**src/rtl/hazard_stall_unit_if.sv**
```systemverilog
// rtl/hazard_stall_unit_if.sv - pipeline hazard/stall signal bundle between ID/EX/MEM stages and the stall unit
interface hazard_stall_unit_if #(
  parameter int CNT_W = 16
);
  logic [4:0]       ID_RegRs;
  logic [4:0]       ID_RegRt;
  logic             ID_UsesRs;
  logic             ID_UsesRt;
  logic             ID_Branch;
  logic             ID_BranchTaken;
  logic [4:0]       EX_Rd;
  logic [4:0]       MEM_Rd;
  logic             EX_RegWrite;
  logic             EX_MemRead;
  logic             MEM_RegWrite;
  logic             MEM_MemRead;
  logic             MemStall;
  logic             ClrStats;
  logic             PC_Write;
  logic             IFID_Write;
  logic             IDEX_Bubble;
  logic             IFID_Flush;
  logic [CNT_W-1:0] StallCycles;

  modport master (
    output ID_RegRs, ID_RegRt, ID_UsesRs, ID_UsesRt, ID_Branch, ID_BranchTaken,
    output EX_Rd, MEM_Rd, EX_RegWrite, EX_MemRead, MEM_RegWrite, MEM_MemRead,
    output MemStall, ClrStats,
    input  PC_Write, IFID_Write, IDEX_Bubble, IFID_Flush, StallCycles
  );

  modport slave (
    input  ID_RegRs, ID_RegRt, ID_UsesRs, ID_UsesRt, ID_Branch, ID_BranchTaken,
    input  EX_Rd, MEM_Rd, EX_RegWrite, EX_MemRead, MEM_RegWrite, MEM_MemRead,
    input  MemStall, ClrStats,
    output PC_Write, IFID_Write, IDEX_Bubble, IFID_Flush, StallCycles
  );
endinterface

```
**src/rtl/hazard_stall_unit.sv**
```systemverilog
// rtl/hazard_stall_unit.sv - load-use / branch-operand stall detection with bubble insertion and stall statistic
module hazard_stall_unit #(
  parameter int CNT_W = 16
) (
  input logic               Clk,
  input logic               Rst_n,
  hazard_stall_unit_if.slave bus
);
  typedef enum logic {RUN, HOLD} stateE;

  stateE            state;
  stateE            nextState;
  logic [CNT_W-1:0] stallCnt;
  logic [1:0]       need;
  logic             stall;
  logic             exMatch;
  logic             memMatch;
  logic             pcWrite;
  logic             ifidWrite;
  logic             idexBubble;
  logic             ifidFlush;

  // Register 0 is hardwired, so a zero Rd never creates a dependency.
  assign exMatch = bus.EX_RegWrite && (bus.EX_Rd != 5'd0) &&
                   ((bus.ID_UsesRs && (bus.EX_Rd == bus.ID_RegRs)) ||
                    (bus.ID_UsesRt && (bus.EX_Rd == bus.ID_RegRt)));
  assign memMatch = bus.MEM_RegWrite && (bus.MEM_Rd != 5'd0) &&
                    ((bus.ID_UsesRs && (bus.MEM_Rd == bus.ID_RegRs)) ||
                     (bus.ID_UsesRt && (bus.MEM_Rd == bus.ID_RegRt)));

  always_comb begin
    need = 2'd0;
    if (exMatch && bus.EX_MemRead && bus.ID_Branch) begin
      need = 2'd2;
    end else if ((exMatch && bus.EX_MemRead) || (exMatch && bus.ID_Branch) ||
                 (memMatch && bus.MEM_MemRead && bus.ID_Branch)) begin
      need = 2'd1;
    end
  end

  assign stall = (state == HOLD) || (need != 2'd0);

  always_ff @(posedge Clk or negedge Rst_n) begin
    if (!Rst_n) begin
      state <= RUN;
    end else begin
      state <= nextState;
    end
  end

  always_comb begin
    nextState  = state;
    pcWrite    = 1'b1;
    ifidWrite  = 1'b1;
    idexBubble = 1'b0;
    ifidFlush  = 1'b0;
    if (bus.MemStall) begin
      // Whole pipeline frozen: a pending HOLD waits rather than being consumed.
      pcWrite   = 1'b0;
      ifidWrite = 1'b0;
    end else begin
      pcWrite    = !stall;
      ifidWrite  = !stall;
      idexBubble = stall;
      ifidFlush  = bus.ID_BranchTaken && !stall;
      if (state == HOLD) begin
        nextState = RUN;
      end else if (need == 2'd2) begin
        nextState = HOLD;
      end else begin
        nextState = RUN;
      end
    end
  end

  always_ff @(posedge Clk or negedge Rst_n) begin
    if (!Rst_n) begin
      stallCnt <= '0;
    end else if (bus.ClrStats) begin
      stallCnt <= '0;
    end else if (idexBubble && !(&stallCnt)) begin
      stallCnt <= stallCnt + CNT_W'(1);
    end
  end

  assign bus.PC_Write    = pcWrite;
  assign bus.IFID_Write  = ifidWrite;
  assign bus.IDEX_Bubble = idexBubble;
  assign bus.IFID_Flush  = ifidFlush;
  assign bus.StallCycles = stallCnt;
endmodule

```
**src/flat_wrapper.sv**
```systemverilog
// flat-port wrapper written by rule: the top's interface ports become plain ports
module hazard_stall_unit_flat 
#(
  parameter int CNT_W = 16
)
  (Clk, Rst_n, bus_ID_RegRs, bus_ID_RegRt, bus_ID_UsesRs, bus_ID_UsesRt, bus_ID_Branch, bus_ID_BranchTaken, bus_EX_Rd, bus_MEM_Rd, bus_EX_RegWrite, bus_EX_MemRead, bus_MEM_RegWrite, bus_MEM_MemRead, bus_MemStall, bus_ClrStats, bus_PC_Write, bus_IFID_Write, bus_IDEX_Bubble, bus_IFID_Flush, bus_StallCycles);
  hazard_stall_unit_if #(.CNT_W(CNT_W)) bus_i ();
  input logic Clk;
  input logic Rst_n;
  input wire logic [$bits(bus_i.ID_RegRs)-1:0] bus_ID_RegRs;
  input wire logic [$bits(bus_i.ID_RegRt)-1:0] bus_ID_RegRt;
  input wire logic [$bits(bus_i.ID_UsesRs)-1:0] bus_ID_UsesRs;
  input wire logic [$bits(bus_i.ID_UsesRt)-1:0] bus_ID_UsesRt;
  input wire logic [$bits(bus_i.ID_Branch)-1:0] bus_ID_Branch;
  input wire logic [$bits(bus_i.ID_BranchTaken)-1:0] bus_ID_BranchTaken;
  input wire logic [$bits(bus_i.EX_Rd)-1:0] bus_EX_Rd;
  input wire logic [$bits(bus_i.MEM_Rd)-1:0] bus_MEM_Rd;
  input wire logic [$bits(bus_i.EX_RegWrite)-1:0] bus_EX_RegWrite;
  input wire logic [$bits(bus_i.EX_MemRead)-1:0] bus_EX_MemRead;
  input wire logic [$bits(bus_i.MEM_RegWrite)-1:0] bus_MEM_RegWrite;
  input wire logic [$bits(bus_i.MEM_MemRead)-1:0] bus_MEM_MemRead;
  input wire logic [$bits(bus_i.MemStall)-1:0] bus_MemStall;
  input wire logic [$bits(bus_i.ClrStats)-1:0] bus_ClrStats;
  output wire logic [$bits(bus_i.PC_Write)-1:0] bus_PC_Write;
  output wire logic [$bits(bus_i.IFID_Write)-1:0] bus_IFID_Write;
  output wire logic [$bits(bus_i.IDEX_Bubble)-1:0] bus_IDEX_Bubble;
  output wire logic [$bits(bus_i.IFID_Flush)-1:0] bus_IFID_Flush;
  output wire logic [$bits(bus_i.StallCycles)-1:0] bus_StallCycles;
  assign bus_i.ID_RegRs = bus_ID_RegRs;
  assign bus_i.ID_RegRt = bus_ID_RegRt;
  assign bus_i.ID_UsesRs = bus_ID_UsesRs;
  assign bus_i.ID_UsesRt = bus_ID_UsesRt;
  assign bus_i.ID_Branch = bus_ID_Branch;
  assign bus_i.ID_BranchTaken = bus_ID_BranchTaken;
  assign bus_i.EX_Rd = bus_EX_Rd;
  assign bus_i.MEM_Rd = bus_MEM_Rd;
  assign bus_i.EX_RegWrite = bus_EX_RegWrite;
  assign bus_i.EX_MemRead = bus_EX_MemRead;
  assign bus_i.MEM_RegWrite = bus_MEM_RegWrite;
  assign bus_i.MEM_MemRead = bus_MEM_MemRead;
  assign bus_i.MemStall = bus_MemStall;
  assign bus_i.ClrStats = bus_ClrStats;
  assign bus_PC_Write = bus_i.PC_Write;
  assign bus_IFID_Write = bus_i.IFID_Write;
  assign bus_IDEX_Bubble = bus_i.IDEX_Bubble;
  assign bus_IFID_Flush = bus_i.IFID_Flush;
  assign bus_StallCycles = bus_i.StallCycles;
  hazard_stall_unit #(.CNT_W(CNT_W)) u_core (.Clk(Clk), .Rst_n(Rst_n), .bus(bus_i));
endmodule
```
**config.mk**
```make
export PLATFORM = sky130hd
export DESIGN_NAME = hazard_stall_unit_flat
export DESIGN_NICKNAME = d
export VERILOG_FILES = /design/src/rtl/hazard_stall_unit_if.sv /design/src/rtl/hazard_stall_unit.sv /design/src/flat_wrapper.sv
export SDC_FILE = /design/constraint.sdc
export NUM_CORES = 1
export LEC_CHECK = 0
export CAP_MARGIN = 10
export CORE_MARGIN = 2
export CORE_UTILIZATION = 45
export DETAILED_ROUTE_END_ITERATION = 6
export PLACE_DENSITY_LB_ADDON = 0.2
export SETUP_SLACK_MARGIN = 0.02
export SLEW_MARGIN = 40
export SYNTH_ARGS = -nofsm -noshare
export SYNTH_HDL_FRONTEND = slang
export SYNTH_SLANG_ARGS = --single-unit
export TNS_END_PERCENT = 30
```
**constraint.sdc**
```tcl
create_clock -name Clk -period 3.3 [get_ports Clk]
set_clock_uncertainty 0.2 [all_clocks]
set_input_delay 0.33 -clock Clk [delete_from_list [all_inputs] [get_ports Clk]]
set_output_delay 0.33 -clock Clk [all_outputs]
set_load 0.01 [all_outputs]
```
After elaboration in Yosys (flattened, before gate mapping)
Cells that the tools add are included.
{ "word_totals": {"ff_bits": 17, "in_bits": 32, "output_inout_bits": 20, "wordCells": 44} }
{ "op_classes": {"n_addsub": 1, "eq_ne": 5, "mux": 9, "n_reduce_logical": 27} }
{ "op_table": {"columns": ["operator", "count"], "rows": [
  ["16-bit 2-to-1 mux", 2],
  ["5-bit == test", 4],
  ["16-bit by 1-bit adder with 16-bit output, second input constant", 1],
  ["16-bit AND reduction", 1],
  ["1-bit logical AND", 15],
  ["5-bit nonzero test", 2],
  ["1-bit 2-to-1 mux", 6],
  ["1-bit logical OR", 5],
  ["2-bit nonzero test", 2],
  ["2-bit == test, second input constant", 1],
  ["1-bit logical NOT", 2],
  ["2-bit 2-to-1 mux", 1]
]} }

Depth between registers and ports, before layout
Gate-level depths: netlist of the first run.
{ "depth": {"ltp_word": 15, "depth_mapped": 8, "mapped_depth_nobuf": 7} }

Least setup slack after synthesis of the first run
Ideal clock, no wire load.
{ "synth_timing": {"kind": "input port to output port", "from": "in bus_EX_Rd[0]", "to": "out bus_PC_Write", "t_arrival_ns": 1.988, "required_ns": 2.770, "slack_ns": 0.782, "cell_stages": 6, "n_path_buf": 1, "path_cell_list": "or4_1 o21a_1 and2_1 a21o_1 a211oi_1 buf_4"} }
{ "synth_between": {"elab_chain_cells": 13, "elab_cells_between_ends": 19, "cone_classes": "eq/ne (2); mux (3); reduce/logical (14)"} }
{ "synth_lines": {"columns": ["item", "line_no", "source"], "rows": [
  ["from (decl)", "flat_wrapper.sv:16", "input wire logic [$bits(bus_i.EX_Rd)-1:0] bus_EX_Rd;"],
  ["5-bit == test (on tied branches)", "hazard_stall_unit.sv:25, hazard_stall_unit.sv:26", null],
  ["1-bit logical AND (on tied branches)", "hazard_stall_unit.sv:25, hazard_stall_unit.sv:26", null],
  ["1-bit logical OR", "hazard_stall_unit.sv:25", "((bus.ID_UsesRs && (bus.EX_Rd == bus.ID_RegRs)) ||"],
  ["1-bit logical AND *", "hazard_stall_unit.sv:24", "assign exMatch = bus.EX_RegWrite && (bus.EX_Rd != 5'd0) &&"],
  ["1-bit logical AND (on tied branches)", "hazard_stall_unit.sv:33, hazard_stall_unit.sv:35", null],
  ["1-bit logical OR (2 in series)", "hazard_stall_unit.sv:35", "end else if ((exMatch && bus.EX_MemRead) || (exMatch && bus.ID_Branch) ||"],
  ["1-bit 2-to-1 mux", "hazard_stall_unit.sv:35", null],
  ["2-bit 2-to-1 mux *", "hazard_stall_unit.sv:33", "if (exMatch && bus.EX_MemRead && bus.ID_Branch) begin"],
  ["2-bit nonzero test *", "hazard_stall_unit.sv:41", "assign stall = (state == HOLD) || (need != 2'd0);"],
  ["1-bit logical OR *", "hazard_stall_unit.sv:41", null],
  ["1-bit logical NOT *", null, null],
  ["1-bit 2-to-1 mux *", null, null],
  ["to (decl)", "flat_wrapper.sv:24", "output wire logic [$bits(bus_i.PC_Write)-1:0] bus_PC_Write;"]
]} }
Every way passes the cells marked *; elsewhere a longest branch is shown, timed or not.

Worst setup path after layout of the first run
{ "layout_timing": {"from": "in bus_MEM_Rd[0]", "to": "out bus_IDEX_Bubble"} }
{ "layout_between": {"elab_chain_cells": 12, "elab_cells_between_ends": 16, "cone_classes": "eq/ne (2); mux (3); reduce/logical (11)"} }
{ "layout_lines": {"columns": ["item", "line_no", "source"], "rows": [
  ["from (decl)", "flat_wrapper.sv:17", "input wire logic [$bits(bus_i.MEM_Rd)-1:0] bus_MEM_Rd;"],
  ["5-bit == test (on tied branches)", "hazard_stall_unit.sv:28, hazard_stall_unit.sv:29", null],
  ["1-bit logical AND (on tied branches)", "hazard_stall_unit.sv:28, hazard_stall_unit.sv:29", null],
  ["1-bit logical OR", "hazard_stall_unit.sv:28", "((bus.ID_UsesRs && (bus.MEM_Rd == bus.ID_RegRs)) ||"],
  ["1-bit logical AND *", "hazard_stall_unit.sv:27", "assign memMatch = bus.MEM_RegWrite && (bus.MEM_Rd != 5'd0) &&"],
  ["1-bit logical AND * (2 in series)", "hazard_stall_unit.sv:36", "(memMatch && bus.MEM_MemRead && bus.ID_Branch)) begin"],
  ["1-bit logical OR *", "hazard_stall_unit.sv:35", null],
  ["1-bit 2-to-1 mux *", "hazard_stall_unit.sv:35", null],
  ["2-bit 2-to-1 mux *", "hazard_stall_unit.sv:33", null],
  ["2-bit nonzero test *", "hazard_stall_unit.sv:41", null],
  ["1-bit logical OR *", "hazard_stall_unit.sv:41", null],
  ["1-bit 2-to-1 mux *", "hazard_stall_unit.sv:57", "if (bus.MemStall) begin"],
  ["to (decl)", "flat_wrapper.sv:26", "output wire logic [$bits(bus_i.IDEX_Bubble)-1:0] bus_IDEX_Bubble;"]
]} }
Marked as above.

==> flow_summary.rst, run 1 <==
.. list-table::
   :header-rows: 1

   * - Metric
     - Value
   * - Number of top-level pins
     - 52
   * - Setup bufs post-CTS
     - 0
   * - Mapped Area
     - approximately 0.0015 mm^2
   * - Arrival time worst endpoint
     - around 2.6 ns
   * - Cells after Synth
     - about 170
   * - Number of max-slew violations in the final report
     - 0
   * - Root Buffer Master
     - clkbuf_4
   * - Maximum level of the CTS H-tree
     - 1
   * - Aggregate global routing overflow
     - 0
   * - Critical-path maximum fanout
     - 3
   * - Remaining DRCs
     - 0
   * - Number of antenna violations at the first check in global routing
     - 0
   * - Vias
     - 1447
   * - Met1 Usage GRT
     - 0.248
   * - Proportion of synthesized chip area in sequential cells
     - 0.284
   * - Most common library cell in the layout ignoring fill and taps
     - clkdlybuf4s50_1
   * - Most frequent cells in the layout
     - 46 x clkdlybuf4s50_1, 20 x xnor2_1, 18 x nor2_1
   * - Vertical die dimension
     - between 60 and 70 um
   * - Routability congestion estimate
     - 0.815
   * - CTS tree
     - yes
   * - First-pass GRT wire length
     - a little under 6000 um
   * - Hold violation total from the final report
     - 0
   * - Final clock period utilization by the worst path
     - 0.938
   * - Reg-to-reg critical path startpoint
     - u_core.bus.StallCycles[0]
   * - Ratio of total power to cell area
     - roughly 210 mW/mm^2
   * - Core Area
     - ~0.0031 mm^2
   * - RSZ-0062 raised after global routing
     - false
   * - Number of warnings issued by yosys
     - 0
   * - Final instance count without filler cells
     - 265
   * - Sinks on the clock net
     - 17
   * - Fillers
     - 260
   * - Total routed wirelength
     - approximately 3700 um
   * - Drt wl/cell
     - ~14 um
   * - Vias in the first global route
     - about 1400
   * - Fmax
     - roughly 320 MHz
   * - Classification of the worst setup path
     - primary input to output pin
   * - Slew at the pin closest to its max-slew limit
     - ~0.53 ns
   * - Crit. Startpoint
     - bus_MEM_Rd[0]
   * - Max rail drop VDD
     - around 100 uV
   * - Area of the die
     - 0.00381 mm^2
   * - Met2 track demand over resource in global routing
     - 0.380
   * - Most frequently used flop master after synthesis
     - dfrtp_1
   * - Maximum number of pins on one net before global-route repair
     - 31
   * - Unique cell type count in the Yosys netlist
     - between 40 and 50
   * - Required time worst endpoint
     - around 2.8 ns
   * - Slew headroom
     - 0.637
   * - Cell type contributing the most total cell area after synthesis
     - dfrtp_1
   * - Clock latency of the later-clocked register in the worst-skew pair
     - around 0.29 ns
   * - Status
     - finished clean
   * - IO buf count
     - about 50
   * - Hold slack
     - 0.274 ns
   * - Share of final-layout standard cells stronger than drive strength 1
     - 0.154
   * - Longest Clk Path Bufs
     - 2
   * - GRT Max-Usage Layer
     - met2
   * - Worst min-delay path category
     - primary input to asynchronous set/reset pin
   * - Final setup viols
     - 0
   * - HPWL after DPL
     - 2960 um
   * - Type of element launching the critical path
     - primary input
   * - Ant. Diodes
     - 0
   * - Max capacitance violation total
     - 0
   * - Pre-antenna DRT Iters
     - 4
   * - Routed Antenna Nets
     - 0
   * - Post-route minimum period
     - roughly 3.1 ns
   * - Overall die width
     - between 60 and 70 um
   * - Total Nets Final
     - ~260
   * - Number of synthesized register bits
     - 17
   * - # rows
     - 20
   * - Nets in the synthesized netlist
     - 199
   * - Area share of the largest cell type after synthesis
     - 0.284
   * - GRT met3 Usage
     - 0.0248
   * - Relative area change from synthesis to final layout
     - 39.9%
   * - Number of cells after detailed placement
     - 260
   * - Clock buffer count from CTS
     - 3
   * - Top post-synthesis cells by area
     - dfrtp_1 28%, xnor2_1 12%, mux2_4 8.0%, nor2b_1 5.8%, a21oi_2 4.7%
   * - Initial Util
     - 0.483
   * - Worst Setup End Kind
     - output pin
   * - Share of flip-flops with an asynchronous set or reset after synthesis
     - 1.00
   * - EDFF count, synth
     - 0
   * - Overall Global Routing Usage
     - 0.209
   * - Iteration-0 DRC Markers
     - 76
   * - Clock-pin slew on the worst setup and hold paths
     - about 0.11 ns
   * - Post-detailed-route via-to-cell ratio
     - around 5.5
   * - Leakage power of the design
     - between 0.8 and 0.9 nW
   * - Mean cell area of the mapped netlist
     - between 9 and 10 um^2
logic make-up after synthesis:
group,count (synthesis),share of synthesized area
adder cells (fa/ha/maj),1,0.00834
multiplexers,14,0.125
flip-flops,17,0.284
AO/OA/AOI/OAI,29,0.162
XOR/XNOR,20,0.117
buffers and inverters,8,0.0317
AND/OR/NAND/NOR,77,0.273
layout make-up:
cell class | instances | area (um^2) | share of cell area
inverters | 1 | 3.75 | 0.00179
clock buffers | 3 | 22.5 | 0.0107
repair buffers | 58 | 559 | 0.267
clock inverters | 1 | 5.00 | 0.00239
flip-flops and latches | 17 | 425 | 0.203
well taps | 44 | 55.1 | 0.0262
multi-input cells | 141 | 1030 | 0.490
per-stage QoR:
stage	instance area [um^2]	setup TNS [ns]	worst slack (ns)	utilization	power, mW
floorplan	1500	0	0.782	-	0.259
global placement	2070	0	0.00187	0.666	0.323
detailed placement	2060	-0.0678	-0.0678	0.665	0.325
CTS	2090	0	0.0124	0.673	0.437
global route	2100	0	0.137	0.676	0.456
finish	2100	0	0.206	0.676	0.433
layer usage:
metal / up-vias / share of wire
met3: 4 / 0.034
met4: 0 / 0.015
met5: - / 0
li1: 708 / -
met1: 689 / 0.44
met2: 46 / 0.51
worst max-delay path, cell delays in order:
cell and delay [ns]:
clkdlybuf4s50_1 0.48, or4_4 0.57, o2111ai_2 0.22, and2b_1 0.21, o31a_1 0.27, clkdlybuf4s50_1 0.48
path summary, 6_finish.rpt:
| kind | end | slack (ns) | cells after the start |
|---|---|---|---|
| max in group asynchronous | u_core.bus.StallCycles[10] | 2.34 | 2 |
| setup reg to reg | u_core.bus.StallCycles[15] | 0.43 | 7 |
| min in group Clk | u_core.bus.StallCycles[1] | 0.33 | 2 |
| setup / recovery | bus_IDEX_Bubble | 0.21 | 6 |
| hold reg to reg | u_core.bus.StallCycles[1] | 0.40 | 2 |
| hold / removal | u_core.bus.StallCycles[9] | 0.27 | 2 |
flip-flops by register name (all words and copies together), names as in the netlist:
name / flops
u_core.bus.StallCycles: 16
u_core.state: 1
report_power, final:
part	switching, mW	internal, mW
registers	0.000388	0.208
logic	0.0475	0.0636
clock network	0.0680	0.0451
total	0.116	0.317
cell usage after synthesis, types with 3 or more instances:
| master | number |
|---|---|
| nor3_1 | 3 |
| nor2_1 | 18 |
| a211oi_1 | 3 |
| xnor2_1 | 20 |
| nor2b_1 | 14 |
| nand2_1 | 16 |
| mux2_4 | 8 |
| nand4_1 | 8 |
| mux2_1 | 6 |
| dfrtp_1 | 17 |
| nand3_1 | 8 |
| a21oi_2 | 8 |
repair_timing:
| item | in CTS | in global routing |
|---|---|---|
| endpoints found under the setup margin | 3 | 2 |
| resized for setup | 1 | 2 |
| endpoints found under the hold margin | 0 | 17 |
| hold buffers | 0 | 1 |
Note: power is estimated with default switching activity, not from simulation.
==> run 2, diff against run 1 <==
--- a/config.mk
+++ b/config.mk
@@ -8,6 +8,7 @@
 export CAP_MARGIN = 10
 export CORE_MARGIN = 2
 export CORE_UTILIZATION = 45
+export CTS_BUF_LIST = sky130_fd_sc_hd__clkbuf_4 sky130_fd_sc_hd__clkbuf_8 sky130_fd_sc_hd__clkbuf_16
 export DETAILED_ROUTE_END_ITERATION = 6
 export PLACE_DENSITY_LB_ADDON = 0.2
 export SETUP_SLACK_MARGIN = 0.02
==> results of run 2 <==
The final DEF is identical to that of run 1; final timing and power are the same.
